==> config.mk <==
export PLATFORM = sky130hd
export DESIGN_NAME = cpu_trace_buffer
export DESIGN_NICKNAME = d
export VERILOG_FILES = /design/src/rtl/cpu_trace_buffer.sv
export SDC_FILE = /design/constraint.sdc
export NUM_CORES = 1
export LEC_CHECK = 0
export ABC_AREA = 1
export CAP_MARGIN = 30
export CORE_MARGIN = 8
export CORE_UTILIZATION = 50
export CTS_CLUSTER_SIZE = 28
export DETAILED_ROUTE_END_ITERATION = 16
export GPL_TIMING_DRIVEN = 1
export PLACE_DENSITY_LB_ADDON = 0.08
export SLEW_MARGIN = 10
export SYNTH_ARGS = -nofsm -noshare
export SYNTH_HDL_FRONTEND = slang
export SYNTH_SLANG_ARGS = --single-unit
==> constraint.sdc <==
create_clock -name clk -period 4.9 [get_ports clk]
set_input_delay 0.98 -clock clk [delete_from_list [all_inputs] [get_ports clk]]
set_output_delay 0.98 -clock clk [all_outputs]
set_load 0.02 [all_outputs]
==> src/rtl/cpu_trace_buffer.sv <==
// CPU execution trace buffer: records one entry per opcode fetch into a ring,
// either stopping when full or running until a PC trigger plus a post-trigger window.
module cpu_trace_buffer #(
    parameter int DATA_W    = 48,
    parameter int DEPTH     = 16,
    parameter int POST_TRIG = 8
) (
    input  logic                     clk,
    input  logic                     rst,
    input  logic                     capture_stb,
    input  logic [DATA_W-1:0]        capture_data,
    input  logic                     arm,
    input  logic                     mode,
    input  logic                     trig_en,
    input  logic [15:0]              trig_pc,
    output logic                     rd_valid,
    output logic [DATA_W-1:0]        rd_data,
    input  logic                     rd_ready,
    output logic [$clog2(DEPTH):0]   count,
    output logic [1:0]               state,
    output logic                     overflow,
    output logic                     trig_seen
);

    localparam int AW = $clog2(DEPTH);
    localparam logic [AW:0]   DEPTH_C = (AW+1)'(DEPTH);
    localparam logic [AW-1:0] POST_C  = AW'(POST_TRIG);

    typedef enum logic [1:0] {
        IDLE    = 2'd0,
        CAPTURE = 2'd1,
        POST    = 2'd2,
        DONE    = 2'd3
    } state_t;

    state_t            state_q, state_d;
    logic [AW-1:0]     wr_ptr_q, wr_ptr_d;
    logic [AW-1:0]     rd_ptr_q, rd_ptr_d;
    logic [AW:0]       count_q, count_d;
    logic [AW-1:0]     post_cnt_q, post_cnt_d;
    logic              overflow_q, overflow_d;
    logic              trig_seen_q, trig_seen_d;
    logic [DATA_W-1:0] mem_q [DEPTH];

    logic              wr_en_s;
    logic              full_s;
    logic              pc_match_s;
    logic              rd_valid_s;
    logic              rd_fire_s;

    assign full_s     = (count_q == DEPTH_C);
    assign pc_match_s = (capture_data[DATA_W-1 -: 16] == trig_pc);
    assign rd_valid_s = ((state_q == IDLE) || (state_q == DONE)) && (count_q != '0);
    assign rd_fire_s  = rd_valid_s && rd_ready;

    // Next-state, pointer and flag computation
    always_comb begin
        state_d     = state_q;
        wr_ptr_d    = wr_ptr_q;
        rd_ptr_d    = rd_ptr_q;
        count_d     = count_q;
        post_cnt_d  = post_cnt_q;
        overflow_d  = overflow_q;
        trig_seen_d = trig_seen_q;
        wr_en_s     = 1'b0;
        if (arm) begin
            state_d     = CAPTURE;
            wr_ptr_d    = '0;
            rd_ptr_d    = '0;
            count_d     = '0;
            post_cnt_d  = '0;
            overflow_d  = 1'b0;
            trig_seen_d = 1'b0;
        end else begin
            case (state_q)
                CAPTURE, POST: begin
                    if (capture_stb && full_s && !mode) begin
                        // Only reachable if mode flipped to 0 on a full ring: drop and stop
                        overflow_d = 1'b1;
                        state_d    = DONE;
                    end else if (capture_stb) begin
                        wr_en_s  = 1'b1;
                        wr_ptr_d = wr_ptr_q + 1'b1;
                        if (full_s) begin
                            rd_ptr_d   = rd_ptr_q + 1'b1;
                            overflow_d = 1'b1;
                        end else begin
                            count_d = count_q + 1'b1;
                        end
                        if (state_q == POST) begin
                            post_cnt_d = post_cnt_q - 1'b1;
                            if (post_cnt_q == {{(AW-1){1'b0}}, 1'b1}) begin
                                state_d = DONE;
                            end else begin
                                state_d = POST;
                            end
                        end else if (mode && trig_en && pc_match_s) begin
                            trig_seen_d = 1'b1;
                            post_cnt_d  = POST_C;
                            state_d     = (POST_TRIG == 0) ? DONE : POST;
                        end else begin
                            state_d = state_q;
                        end
                        if (!mode && (count_q == DEPTH_C - 1'b1)) begin
                            state_d = DONE;
                        end else begin
                            overflow_d = overflow_d;
                        end
                    end else begin
                        state_d = state_q;
                    end
                end
                IDLE, DONE: begin
                    if (rd_fire_s) begin
                        rd_ptr_d = rd_ptr_q + 1'b1;
                        count_d  = count_q - 1'b1;
                    end else begin
                        count_d = count_q;
                    end
                end
                default: begin
                    state_d = IDLE;
                end
            endcase
        end
    end

    // Control state registers
    always_ff @(posedge clk or posedge rst) begin
        if (rst) begin
            state_q     <= IDLE;
            wr_ptr_q    <= '0;
            rd_ptr_q    <= '0;
            count_q     <= '0;
            post_cnt_q  <= '0;
            overflow_q  <= 1'b0;
            trig_seen_q <= 1'b0;
        end else begin
            state_q     <= state_d;
            wr_ptr_q    <= wr_ptr_d;
            rd_ptr_q    <= rd_ptr_d;
            count_q     <= count_d;
            post_cnt_q  <= post_cnt_d;
            overflow_q  <= overflow_d;
            trig_seen_q <= trig_seen_d;
        end
    end

    // Trace storage, left unreset so it can map onto RAM
    always_ff @(posedge clk) begin
        if (wr_en_s) begin
            mem_q[wr_ptr_q] <= capture_data;
        end
    end

    assign rd_valid  = rd_valid_s;
    assign rd_data   = rd_valid_s ? mem_q[rd_ptr_q] : '0;
    assign count     = count_q;
    assign state     = state_q;
    assign overflow  = overflow_q;
    assign trig_seen = trig_seen_q;

endmodule
==> impl_metrics.yaml <==
synthesis:
  yosysSeqAreaShare: 0.743
  synth_fp_nets: 2627
  async_reset_ff_frac: 0.0266
  syn_area_mm2: 0.0318
  synth.ff_latch_count: 789
  ys_types: 30
  synth_edf_count: 768
  syn_inst: 2544
  syn_avg_cell_area_um2: 12.5
  yosysWarnings: 0
  synthFlopType: "edfxtp_1"
placed_design:
  place_hpwl_um: 41800
  gp_congestion: 0.831
  placed_cells: 3408
  numPortBuffers: 128
clock_tree:
  holdBufCountCts: 0
  cts_tree: "yes"
  cts_buffer_depth: 3
  htree_levels: 3
  cts-root-buf: "clkbuf_16"
  cts_buffers: 81
  insertion_delay_ns: 0.61
  clk_pin_slew_worst_paths_ns: 0.06
  cts_setup_buffers: 0
  clock-sinks: 789
critical_path:
  crit_type: "reg -> out"
  critPathCaptureType: "output port"
  worstPathArrival_ns: 3.72
  worstPathMaxFanout: 48
  required_ns: 3.92
  startpoint_type: "flip-flop"
job:
  drv_cap: 0
cells_and_area:
  finalNonFillerCells: 3548
  layout_commonest_cell: "edfxtp_1"
  layout.nets: 2729
  layout_common_cells: "edfxtp_1, nor2_1, o21ai_0"
  diodes: 0
  drive_gt1_frac: 0.0729
  final_core_util: 0.581
  area_growth_pct: 15.2
routing:
  post_drt_wl_per_cell_um: 23.0
  first_pass_iters: 7
  drt_wl_total_um: 81700
  drc: 0
  vias_per_cell: 5.86
  vias: 20777
  detail-route-antenna-nets: 0
  drtIter0Drc: 2052
die:
  die_h_um: 268
  die_x_um: 268
  start_util: 0.504
  rows: 92
  coreArea_mm2: 0.0630
  io_pins: 129
  dieArea_mm2: 0.0718
pwr:
  cellPowerDensity_mw_per_mm2: 548
  ir_drop_mv: 0.592
  p_leak_uw: 0.0124
  p_total_uw: 20000
sta:
  setup_violations: 0
  fmax_mhz: 213
  drv_slew: 0
  min_period_over_period: 0.960
  max_slew_margin: 0.344
  hold_violations: 0
  rsz0062_at_grt: "false"
  setup-tns-final_ns: 0
  fin_skew_ns: 0.0134
  worst_pin_slew_ns: 0.985
  min_period_ns: 4.70
grt:
  overflow: 0
  grt_pass1_wl_um: 125000
  track_usage: 0.227
  grt_max_degree: 149
  antenna_found_initial: 0
  grt_pass1_vias: 20708
run_status:
  status: "finished, final reports clean"
min_path:
  min-delay-path-class: "reg -> reg"
-- cells in the mapped netlist, types with 2 or more instances --
cell / n / share of area
xor2_1: 4 / 0.0011
buf_1: 12 / 0.0014
clkbuf_1: 91 / 0.011
nand3_1: 68 / 0.011
inv_1: 53 / 0.0063
edfxtp_1: 768 / 0.73
buf_6: 13 / 0.0046
nor2_1: 434 / 0.051
dfrtp_1: 21 / 0.017
o22ai_1: 192 / 0.038
o21ai_0: 399 / 0.063
nand2_1: 308 / 0.036
nor3_1: 4 / 0.00063
o21bai_1: 2 / 0.00047
a21oi_1: 99 / 0.016
or2_2: 3 / 0.00059
ha_1: 11 / 0.0043
nand4_1: 3 / 0.00059
buf_4: 14 / 0.0033
buf_2: 35 / 0.0055
-- power by group --
| part | switching [uW] | total (uW) | leakage, uW | internal, uW |
|---|---|---|---|---|
| combinational | 4210 | 6340 | 0.00396 | 2120 |
| sequential | 187 | 7780 | 0.00718 | 7590 |
| clock | 2460 | 5930 | 0.00125 | 3470 |
-- metal layers --
layer | up-vias | global-route usage | share of wire | wire [um]
li1 | 9467 | - | - | -
met1 | 10426 | 0.317 | 0.43 | 35400
met2 | 770 | 0.372 | 0.47 | 38700
met3 | 114 | 0.0334 | 0.075 | 6100
met4 | 0 | 0.0603 | 0.018 | 1490
met5 | - | 0 | 0 | 0
-- final cells by class --
type                            count  area [um2]
Fill cell                        5121       26400
Multi-Input combinational cell   1534        7240
Clock inverter                     36         303
Clock buffer                      103        2230
Inverter                           55         226
Timing Repair Buffer              185        1920
Tap cell                          846        1060
Sequential cell                   789       23600
-- path summary, 6_finish.rpt --
check	start	end	slack (ns)	cells past startpoint
min in group asynchronous	rst	overflow	0.65	2
min	trig_seen	trig_seen	0.48	2
max in group asynchronous	rst	rd_ptr_q[2]	3.83	3
max	rd_ptr_q[1]	rd_data[42]	0.20	8
min reg2reg	trig_seen	trig_seen	0.48	2
max reg2reg	state[0]	mem_q[2][24]	1.69	8
-- cell families (layout without fill, tap and decap cells) --
group	after synthesis	after routing	synth area share
buf+inv	221	379	0.0327
xor+xnor	4	4	0.00110
compound gates	697	697	0.118
fa+ha+maj	12	12	0.00497
flops	789	789	0.743
simple gates	821	821	0.100
-- through the flow --
step / instance area (um2) / hold slack, ns / setup slack (ns)
floorplan: 31800 / 0.463 / 0.728
global placement: 34000 / 0.463 / 0.615
detailed placement: 34000 / 0.474 / 0.682
CTS: 36600 / 0.489 / 0.196
global route: 36600 / 0.514 / 0.0264
finish: 36600 / 0.482 / 0.198
-- sequential cells by signal, indices dropped and copies added (netlist names) --
signal,count
count,5
mem_q,768
overflow,1
post_cnt_q,4
rd_ptr_q,4
state,2
trig_seen,1
wr_ptr_q,4
-- worst max-delay path, stage by stage (launching register included) --
cell             delay (ns)
dfrtp_4                0.70
buf_4                  0.55
o21ai_0                0.20
o22ai_1                0.19
nand2_1                0.07
nand3_1                0.10
nand2_1                0.05
a21oi_1                0.48
clkdlybuf4s50_1        0.73
-- repair_timing --
item | in CTS | in global routing
resized for setup | 1 | 0
hold endpoints to repair | 0 | 0
endpoints found under the setup margin | 1 | 0
No activity file was read; power rests on OpenSTA's default activity.
